File: config.mk
export PLATFORM = sky130hd
export DESIGN_NAME = store_narrow
export DESIGN_NICKNAME = d
export VERILOG_FILES = /design/src/rtl/store_pkg.sv /design/src/rtl/store_narrow_lane_merge.sv /design/src/rtl/store_narrow.sv
export SDC_FILE = /design/constraint.sdc
export NUM_CORES = 1
export LEC_CHECK = 0
export ABC_AREA = 1
export CORE_MARGIN = 5
export CORE_UTILIZATION = 46
export DETAILED_ROUTE_END_ITERATION = 10
export GPL_ROUTABILITY_DRIVEN = 0
export PLACE_DENSITY = 0.81
export SLEW_MARGIN = 20
export SYNTH_ARGS = -nofsm -noshare
export SYNTH_HDL_FRONTEND = slang
export SYNTH_SLANG_ARGS = --single-unit
File: constraint.sdc
create_clock -name clk -period 1.65 [get_ports clk]
set_input_delay 0.2475 -clock clk [delete_from_list [all_inputs] [get_ports clk]]
set_output_delay 0.2475 -clock clk [all_outputs]
set_load 0.05 [all_outputs]
File: src/rtl/store_pkg.sv
// Shared types and helpers for the store narrowing path.
// Latency: none, this file holds declarations and pure functions only.
// Backpressure: not applicable.
package store_pkg;

    localparam int DATA_W = 32;

    typedef enum logic [1:0] {
        SZ_BYTE = 2'b00,
        SZ_HALF = 2'b01,
        SZ_WORD = 2'b10,
        SZ_RSVD = 2'b11
    } size_e;

    typedef enum logic [2:0] {
        IDLE  = 3'd0,
        READ  = 3'd1,
        WRITE = 3'd2,
        DONE  = 3'd3,
        FAULT = 3'd4
    } state_e;

    // Byte lanes touched by a store of the given size at byte offset a.
    function automatic logic [3:0] lane_mask(input logic [1:0] size, input logic [1:0] a);
        logic [3:0] m;
        m = 4'b0000;
        case (size)
            SZ_BYTE: m = 4'b0001 << a;
            SZ_HALF: m = a[1] ? 4'b1100 : 4'b0011;
            SZ_WORD: m = 4'b1111;
            default: m = 4'b0000;
        endcase
        return m;
    endfunction

    // A request is legal when its size is defined and it is naturally aligned.
    function automatic logic is_legal(input logic [1:0] size, input logic [1:0] a);
        logic ok;
        ok = 1'b0;
        case (size)
            SZ_BYTE: ok = 1'b1;
            SZ_HALF: ok = (a[0] == 1'b0);
            SZ_WORD: ok = (a == 2'b00);
            default: ok = 1'b0;
        endcase
        return ok;
    endfunction

endpackage

File: src/rtl/store_narrow_lane_merge.sv
// Merges store data into the addressed byte/halfword lanes of an old word.
// Latency: purely combinational.
// Backpressure: none, no handshake on this block.
module lane_merge
    import store_pkg::*;
(
    input  logic [31:0] old_word,
    input  logic [31:0] data,
    input  logic [1:0]  size,
    input  logic [1:0]  addr_lo,
    output logic [31:0] merged
);

    logic [3:0]  mask;
    logic [31:0] src;

    // Replicate the store data across lanes so each lane can pick it directly,
    // then take new or old data per byte according to the lane mask.
    always_comb begin
        mask   = lane_mask(size, addr_lo);
        src    = data;
        merged = old_word;
        case (size)
            SZ_BYTE: src = {4{data[7:0]}};
            SZ_HALF: src = {2{data[15:0]}};
            default: src = data;
        endcase
        for (int i = 0; i < 4; i++) begin
            merged[8*i +: 8] = mask[i] ? src[8*i +: 8] : old_word[8*i +: 8];
        end
    end

endmodule

File: src/rtl/store_narrow.sv
// Narrows sb/sh/sw stores onto a word-only RAM via read-modify-write.
// Latency: word store done at T+2, sub-word at T+3, plus one cycle per memory wait.
// Backpressure: req_ready low while a store is in flight; mem_rd/mem_wr held until rvalid/wack.
module store_narrow
    import store_pkg::*;
#(
    parameter int ADDR_W = 32
) (
    input  logic              clk,
    input  logic              rst_n,
    input  logic              req_valid,
    output logic              req_ready,
    input  logic [ADDR_W-1:0] req_addr,
    input  logic [31:0]       req_data,
    input  logic [1:0]        req_size,
    output logic              done,
    output logic              misalign,
    output logic [ADDR_W-1:0] mem_addr,
    output logic              mem_rd,
    input  logic [31:0]       mem_rdata,
    input  logic              mem_rvalid,
    output logic              mem_wr,
    output logic [31:0]       mem_wdata,
    input  logic              mem_wack
);

    state_e            state_q;
    state_e            state_d;
    logic [ADDR_W-1:0] mem_addr_q;
    logic [31:0]       mem_wdata_q;
    logic [31:0]       data_q;
    logic [1:0]        size_q;
    logic [1:0]        addr_lo_q;
    logic [31:0]       merged;
    logic              accept;
    logic              legal;

    assign accept = req_valid && (state_q == IDLE);
    assign legal  = is_legal(req_size, req_addr[1:0]);

    lane_merge u_lane_merge (
        .old_word (mem_rdata),
        .data     (data_q),
        .size     (size_q),
        .addr_lo  (addr_lo_q),
        .merged   (merged)
    );

    // State register; reset drops any pending access immediately.
    always_ff @(posedge clk or negedge rst_n) begin
        if (!rst_n) begin
            state_q <= IDLE;
        end else begin
            state_q <= state_d;
        end
    end

    // Next-state logic; stray rvalid/wack outside READ/WRITE fall through unused.
    always_comb begin
        state_d = state_q;
        case (state_q)
            IDLE: begin
                if (req_valid) begin
                    if (!legal) begin
                        state_d = FAULT;
                    end else if (req_size == SZ_WORD) begin
                        state_d = WRITE;
                    end else begin
                        state_d = READ;
                    end
                end
            end
            READ:  if (mem_rvalid) state_d = WRITE;
            WRITE: if (mem_wack)   state_d = DONE;
            DONE:  state_d = IDLE;
            FAULT: state_d = IDLE;
            default: state_d = IDLE;
        endcase
    end

    // Latched request and memory-side address/data; only legal requests touch them,
    // so a rejected store leaves the RAM port untouched.
    always_ff @(posedge clk or negedge rst_n) begin
        if (!rst_n) begin
            mem_addr_q  <= '0;
            mem_wdata_q <= '0;
            data_q      <= '0;
            size_q      <= 2'b00;
            addr_lo_q   <= 2'b00;
        end else if (accept && legal) begin
            mem_addr_q <= {req_addr[ADDR_W-1:2], 2'b00};
            data_q     <= req_data;
            size_q     <= req_size;
            addr_lo_q  <= req_addr[1:0];
            if (req_size == SZ_WORD) begin
                mem_wdata_q <= req_data;
            end
        end else if ((state_q == READ) && mem_rvalid) begin
            mem_wdata_q <= merged;
        end
    end

    // Control outputs are decodes of the state flop, so no mem_* input reaches
    // a mem_* output combinationally and rd/wr are mutually exclusive.
    assign req_ready = (state_q == IDLE);
    assign mem_rd    = (state_q == READ);
    assign mem_wr    = (state_q == WRITE);
    assign done      = (state_q == DONE);
    assign misalign  = (state_q == FAULT);
    assign mem_addr  = mem_addr_q;
    assign mem_wdata = mem_wdata_q;

endmodule

# After elaboration in Yosys (flattened, before gate mapping)
# Index checks and enable logic that the tools add are counted.
[totals]
romBits = 0
elab_cells = 47
memories = 0
input_bits = 103
ram_bits = 0
ff_bits = 101
output_inout_bits = 69
latchBits = 0
[op_classes]
n_mux = 17
reduce_logical = 10
n_addsub = 0
mul = 0
shift = 1
order_cmp = 0
eq_ne = 12
bitwise_logic = 1
div_mod_pow = 0
[op_table]
columns = ["operator", "count"]
rows = [
  ["32-bit 2-to-1 mux", 3],
  ["32-bit one-hot mux with 2 select lines", 1],
  ["8-bit 2-to-1 mux", 4],
  ["3-bit 2-to-1 mux", 4],
  ["4-bit one-hot mux with 3 select lines", 1],
  ["3-bit one-hot mux with 3 select lines", 1],
  ["3-bit by 2-bit equality test with 1-bit output, second input constant", 2],
  ["2-bit zero test", 3],
  ["2-bit by 1-bit equality test with 1-bit output, second input constant", 2],
  ["2-bit equality test, second input constant", 2],
  ["4-bit 2-to-1 mux", 1],
  ["2-bit by 1-bit != test with 1-bit output, second input constant", 2],
  ["2-bit != test, second input constant", 2],
  ["1-bit by 2-bit << shifter with 4-bit output, first input constant", 1],
  ["3-bit by 1-bit equality test with 1-bit output, second input constant", 1],
  ["3-bit equality test, second input constant", 1],
  ["1-bit logical AND", 3],
  ["3-bit zero test", 1],
  ["1-bit one-hot mux with 3 select lines", 1],
  ["3-bit AND reduction", 1],
  ["2-bit 2-to-1 mux", 1],
  ["2-bit AND reduction", 1],
  ["2-bit nonzero test", 1],
  ["1-bit inverter", 1],
]

# Depth between registers and ports, before layout
[depth]
depth_word = 5
depth_mapped = 12
mapped_depth_nobuf = 10

# Hierarchy
# A second synthesis with hierarchy kept.
[hier_totals]
cells_unflattened = 726
hier_area_um2 = 5255.0
[modules_own_cells]
columns = ["module", "instances", "cells_each", "area_each_um2"]
rows = [
  ["store_narrow", 1, 531, 4347.9],
  ["lane_merge", 1, 195, 907.1],
]

# Worst setup path before layout
# Ideal clock, no wire load.
[synth_timing]
kind = "reg-to-reg"
from = "register state_q[2]"
to = "register mem_wdata_q[24] (netlist: mem_wdata[24])"
t_arrival_ns = 1.762
stages_incl_launch_ff = 8
required_time_ns = 1.532
slack_ns = -0.231
setup_time_ns = 0.118
cell_sequence = "dfrtp_1 nor3_2 nand2_1 nand2_2 buf_4 nand2_1 nor2_1 nor2_1"
[synth_lines]
columns = ["item", "line", "text"]
rows = [
  ["from (decl)", "store_narrow.sv:27", "state_e state_q;"],
  ["from (signal assigned)", "store_narrow.sv:54", "state_q <= state_d;"],
  ["3-bit by 1-bit equality test with 1-bit output", "n/a", ""],
  ["named net mem_rd", "store_narrow.sv:19", "output logic mem_rd,"],
  ["1-bit logical AND", "store_narrow.sv:98", "end else if ((state_q == READ) && mem_rvalid) begin"],
  ["2-bit nonzero test (no source line)", "n/a", ""],
  ["2-bit AND reduction (no source line)", "n/a", ""],
  ["to (signal assigned)", "store_narrow.sv:96", "mem_wdata_q <= req_data;"],
  ["to (signal assigned)", "store_narrow.sv:99", "mem_wdata_q <= merged;"],
  ["to (decl)", "store_narrow.sv:30", "logic [31:0] mem_wdata_q;"],
]
# The timed path passes the listed nets, and every way through them passes these cells.
# A chain may end at the register's enable or synchronous reset.

# Final worst setup path
[layout_timing]
from = "register state_q[0]"
to = "output mem_rd"
[layout_via]
elab_chain_cells = 1
[layout_rtl]
columns = ["item", "line", "text"]
rows = [
  ["3-bit by 1-bit equality test with 1-bit output", "store_narrow.sv:106", "assign mem_rd = (state_q == READ);"],
  ["to (decl)", "store_narrow.sv:19", ""],
]
# No other way between the ends.

==> flow_summary.yaml <==
outcome:
  status: "complete, no violations"
global_route:
  grt_remaining_overflow: 0
  grt.total_usage: 0.2298
  grt_pass1_vias: 5278
  grt_start_max_net_pins: 102
  antenna_found_initial: 0
  grt_pass1_wl_um: 24490
timing:
  fin_skew_ns: 0.009085
  setup-violations-final: 0
  drv_slew: 0
  relSlewSlack: 0.6159
  hold_ws_ns: 0.4018
  fmax_mhz: 630.6
  hold_viol: 0
  worstMarginPinSlew_ns: 0.5762
  min_period_ns: 1.586
  min_period_over_period: 0.9612
worst_setup_path:
  cp_cell_sequence: "inv_2, nor3_4, buf_4, buf_12"
  start_kind: "flop"
  worstSetupPathType: "reg2out"
  rr_endpoint: "mem_wdata[3]$_DFFE_PN0P_"
  r2r_slack_ns: 0.14
  worst_path_largest_cell_delay_ns: 0.39
  endpoint_kind: "primary output"
  cp.arrival_ns: 1.34
  r2r_cells: 10
  worstPathMaxFanout: 4
  required_ns: 1.40
  timing.rr.start: "size_q[0]$_DFFE_PN0P_"
  slowest_stage: "dfrtp_1"
drt:
  routedWlPerCell_um: 14.56
  ant_nets: 0
  wl_met2_um: 7251
  drt_wl_total_um: 14980
  via_per_inst: 5.006
  firstDrtPassIters: 5
  drt_iter0_drc: 378
  highest_layer: "met4"
  drc: 0
  met3_length_um: 1441
  met1_length_um: 6112
  via_count: 5151
clock_tree:
  cts-root-buf: "clkbuf_8"
  clk_pin_slew_worst_paths_ns: 0.09
  htreeDepth: 3
  clkLatencyLatePin_ns: 0.37
  clockBufferDepth: 2
  cts_tree: "yes"
  cts_buffers: 9
  cts_sinks: 101
synth:
  ys_types: 28
  synth.ff_latch_count: 101
  syn_inst: 707
  ys_warn_count: 0
  netlist_area_um2: 5120
  ys_seq_area_frac: 0.4936
  syn-mean-instance-area_um2: 7.242
  synth_edf_count: 0
  ys_dominant_reg_cell: "dfrtp_1"
  yosys.area.top_type: "dfrtp_1"
  synth_top_area_share: 0.4936
  synthArstFlopShare: 1.000
  ys_top_cells_by_area: "dfrtp_1 49%, nand2_1 29%, nand3_1 5.0%"
worst_hold_path:
  hp-start: "req_addr[7]"
  min_to: "mem_addr[7]$_DFFE_PN0P_"
  hold_class: "in2reg"
  worst_hold_path.num_cells: 3
power:
  p_seq_frac: 0.294
  p_int_mw: 7.276
  pwr-share-clk: 0.107
  finalPower_mw: 15.03
  leakagePower_nw: 3.868
  switching_share: 0.5159
  pwr_density_cell_nw_per_um2: 2088
  pwr-share-comb: 0.599
  power.switching_mw: 7.754
  peakVddDrop_mv: 1.486
floorplan:
  dieHeight_um: 115.5
  ioPinCount: 172
  core_area_um2: 10890
  die_w_um: 115.5
  die_area_um2: 13340
  row_count: 38
  start_util: 0.4702
layout:
  drive_above_1_share: 0.1642
  layout_commonest_cell: "nand2_1"
  fill_cells: 953
  final_area_um2: 7198
  fin_util: 0.6611
  fin_nets: 987
  post_layout_nonfiller_instances: 1029
  diodes: 0
  mostFrequentLayoutCells: "400 x nand2_1, 101 x clkdlybuf4s50_1, 97 x dfrtp_1, 83 x buf_4, 51 x nand3_1"
  syn_to_final_growth_pct: 40.59
placed_design:
  io_buffer_count: 169
  postPlaceCellArea_um2: 6965
  dp_cells: 1011
  hpwl_um: 11330
run:
  maxCapViolCount: 0
[final cells by class]
class | count | area, um^2 | area share
Clock buffer | 9 | 123.9 | 0.01721
Clock inverter | 7 | 75.07 | 0.01043
Inverter | 26 | 110.1 | 0.01530
Multi-Input combinational cell | 549 | 2306 | 0.3204
Sequential cell | 101 | 2532 | 0.3518
Tap cell | 140 | 175.2 | 0.02434
Timing Repair Buffer | 197 | 1876 | 0.2606
[stage by stage]
step	TNS [ns]	setup WS, ns
2_1_floorplan	-0.01146	-0.001432
4_1_cts	0	0.04266
5_1_grt	-0.001801	-0.001801
3_5_place_dp	-4.653	-0.1344
3_3_place_gp	-1.394	-0.04951
6_report	0	0.06409
[cell usage after synthesis, types with 2 or more instances]
library cell / instances
nand3b_1: 8
nand3_1: 51
inv_4: 2
o21ai_1: 3
inv_1: 17
nand2_1: 400
nand2_2: 9
o21ai_0: 19
nor2_1: 42
buf_4: 6
inv_2: 7
buf_2: 19
clkbuf_1: 2
nor2_4: 2
dfrtp_1: 101
nor3_1: 3
buf_6: 5
[repair_timing]
| action | in CTS | in global routing |
|---|---|---|
| hold endpoints to repair | 101 | 0 |
| setup buffers | 0 | 1 |
| resized for setup | 0 | 10 |
| hold buffers | 1 | 0 |
| endpoints found under the setup margin | 0 | 31 |
[power by group through the flow]
stage	clock network, mW	logic [mW]	registers [mW]
floorplan	0	3.94	6.57
finish	1.61	9.00	4.42
detailed placement	0	8.99	4.42
global route	1.73	9.84	4.57
CTS	1.64	9.01	4.41
global placement	0	8.78	4.41
[flip-flops by register name, indices dropped and copies added, names as in the netlist]
name       flops
addr_lo_q      2
size_q         2
mem_addr      30
mem_wdata     32
state_q        3
data_q        32
[routing by layer]
layer | vias to the layer above | GRT usage
met5 | - | 0
met4 | 0 | 0.07042
met3 | 20 | 0.05692
met2 | 214 | 0.4020
met1 | 2393 | 0.2807
li1 | 2524 | -
[worst max path at each step]
stage,start,to,slack [ns],depth (start not counted)
after global placement,req_addr[0],mem_addr[12]$_DFFE_PN0P_,-0.05,9
final,state_q[0]$_DFFE_PN0P_,mem_rd,0.06,4
after detailed placement,req_size[0],mem_wdata[0]$_DFFE_PN0P_,-0.13,9
after CTS,state_q[2]$_DFFE_PN0P_,mem_rd,0.04,3
after floorplan,state_q[2]$_DFFE_PN0P_,mem_wdata[24]$_DFFE_PN0P_,-0.001,7
after global routing,state_q[0]$_DFFE_PN0P_,mem_rd,-0.002,4
[kinds of logic (layout without fill, tap and decap cells)]
family	after synthesis	count (layout)	synth area share
and+or+nand+nor	523	523	0.4213
DFF	101	101	0.4936
buffers and inverters	58	239	0.05987
AOI/OAI and AO/OA	24	24	0.02444
other	1	2	0.0007324
[critical path: cells and delay by family (launching register included)]
| family | cells | cell delay, ns |
|---|---|---|
| flops | 1 | 0.39 |
| simple gates | 1 | 0.20 |
| buf+inv | 3 | 0.38 |
Power figures use the tool's default switching activity.
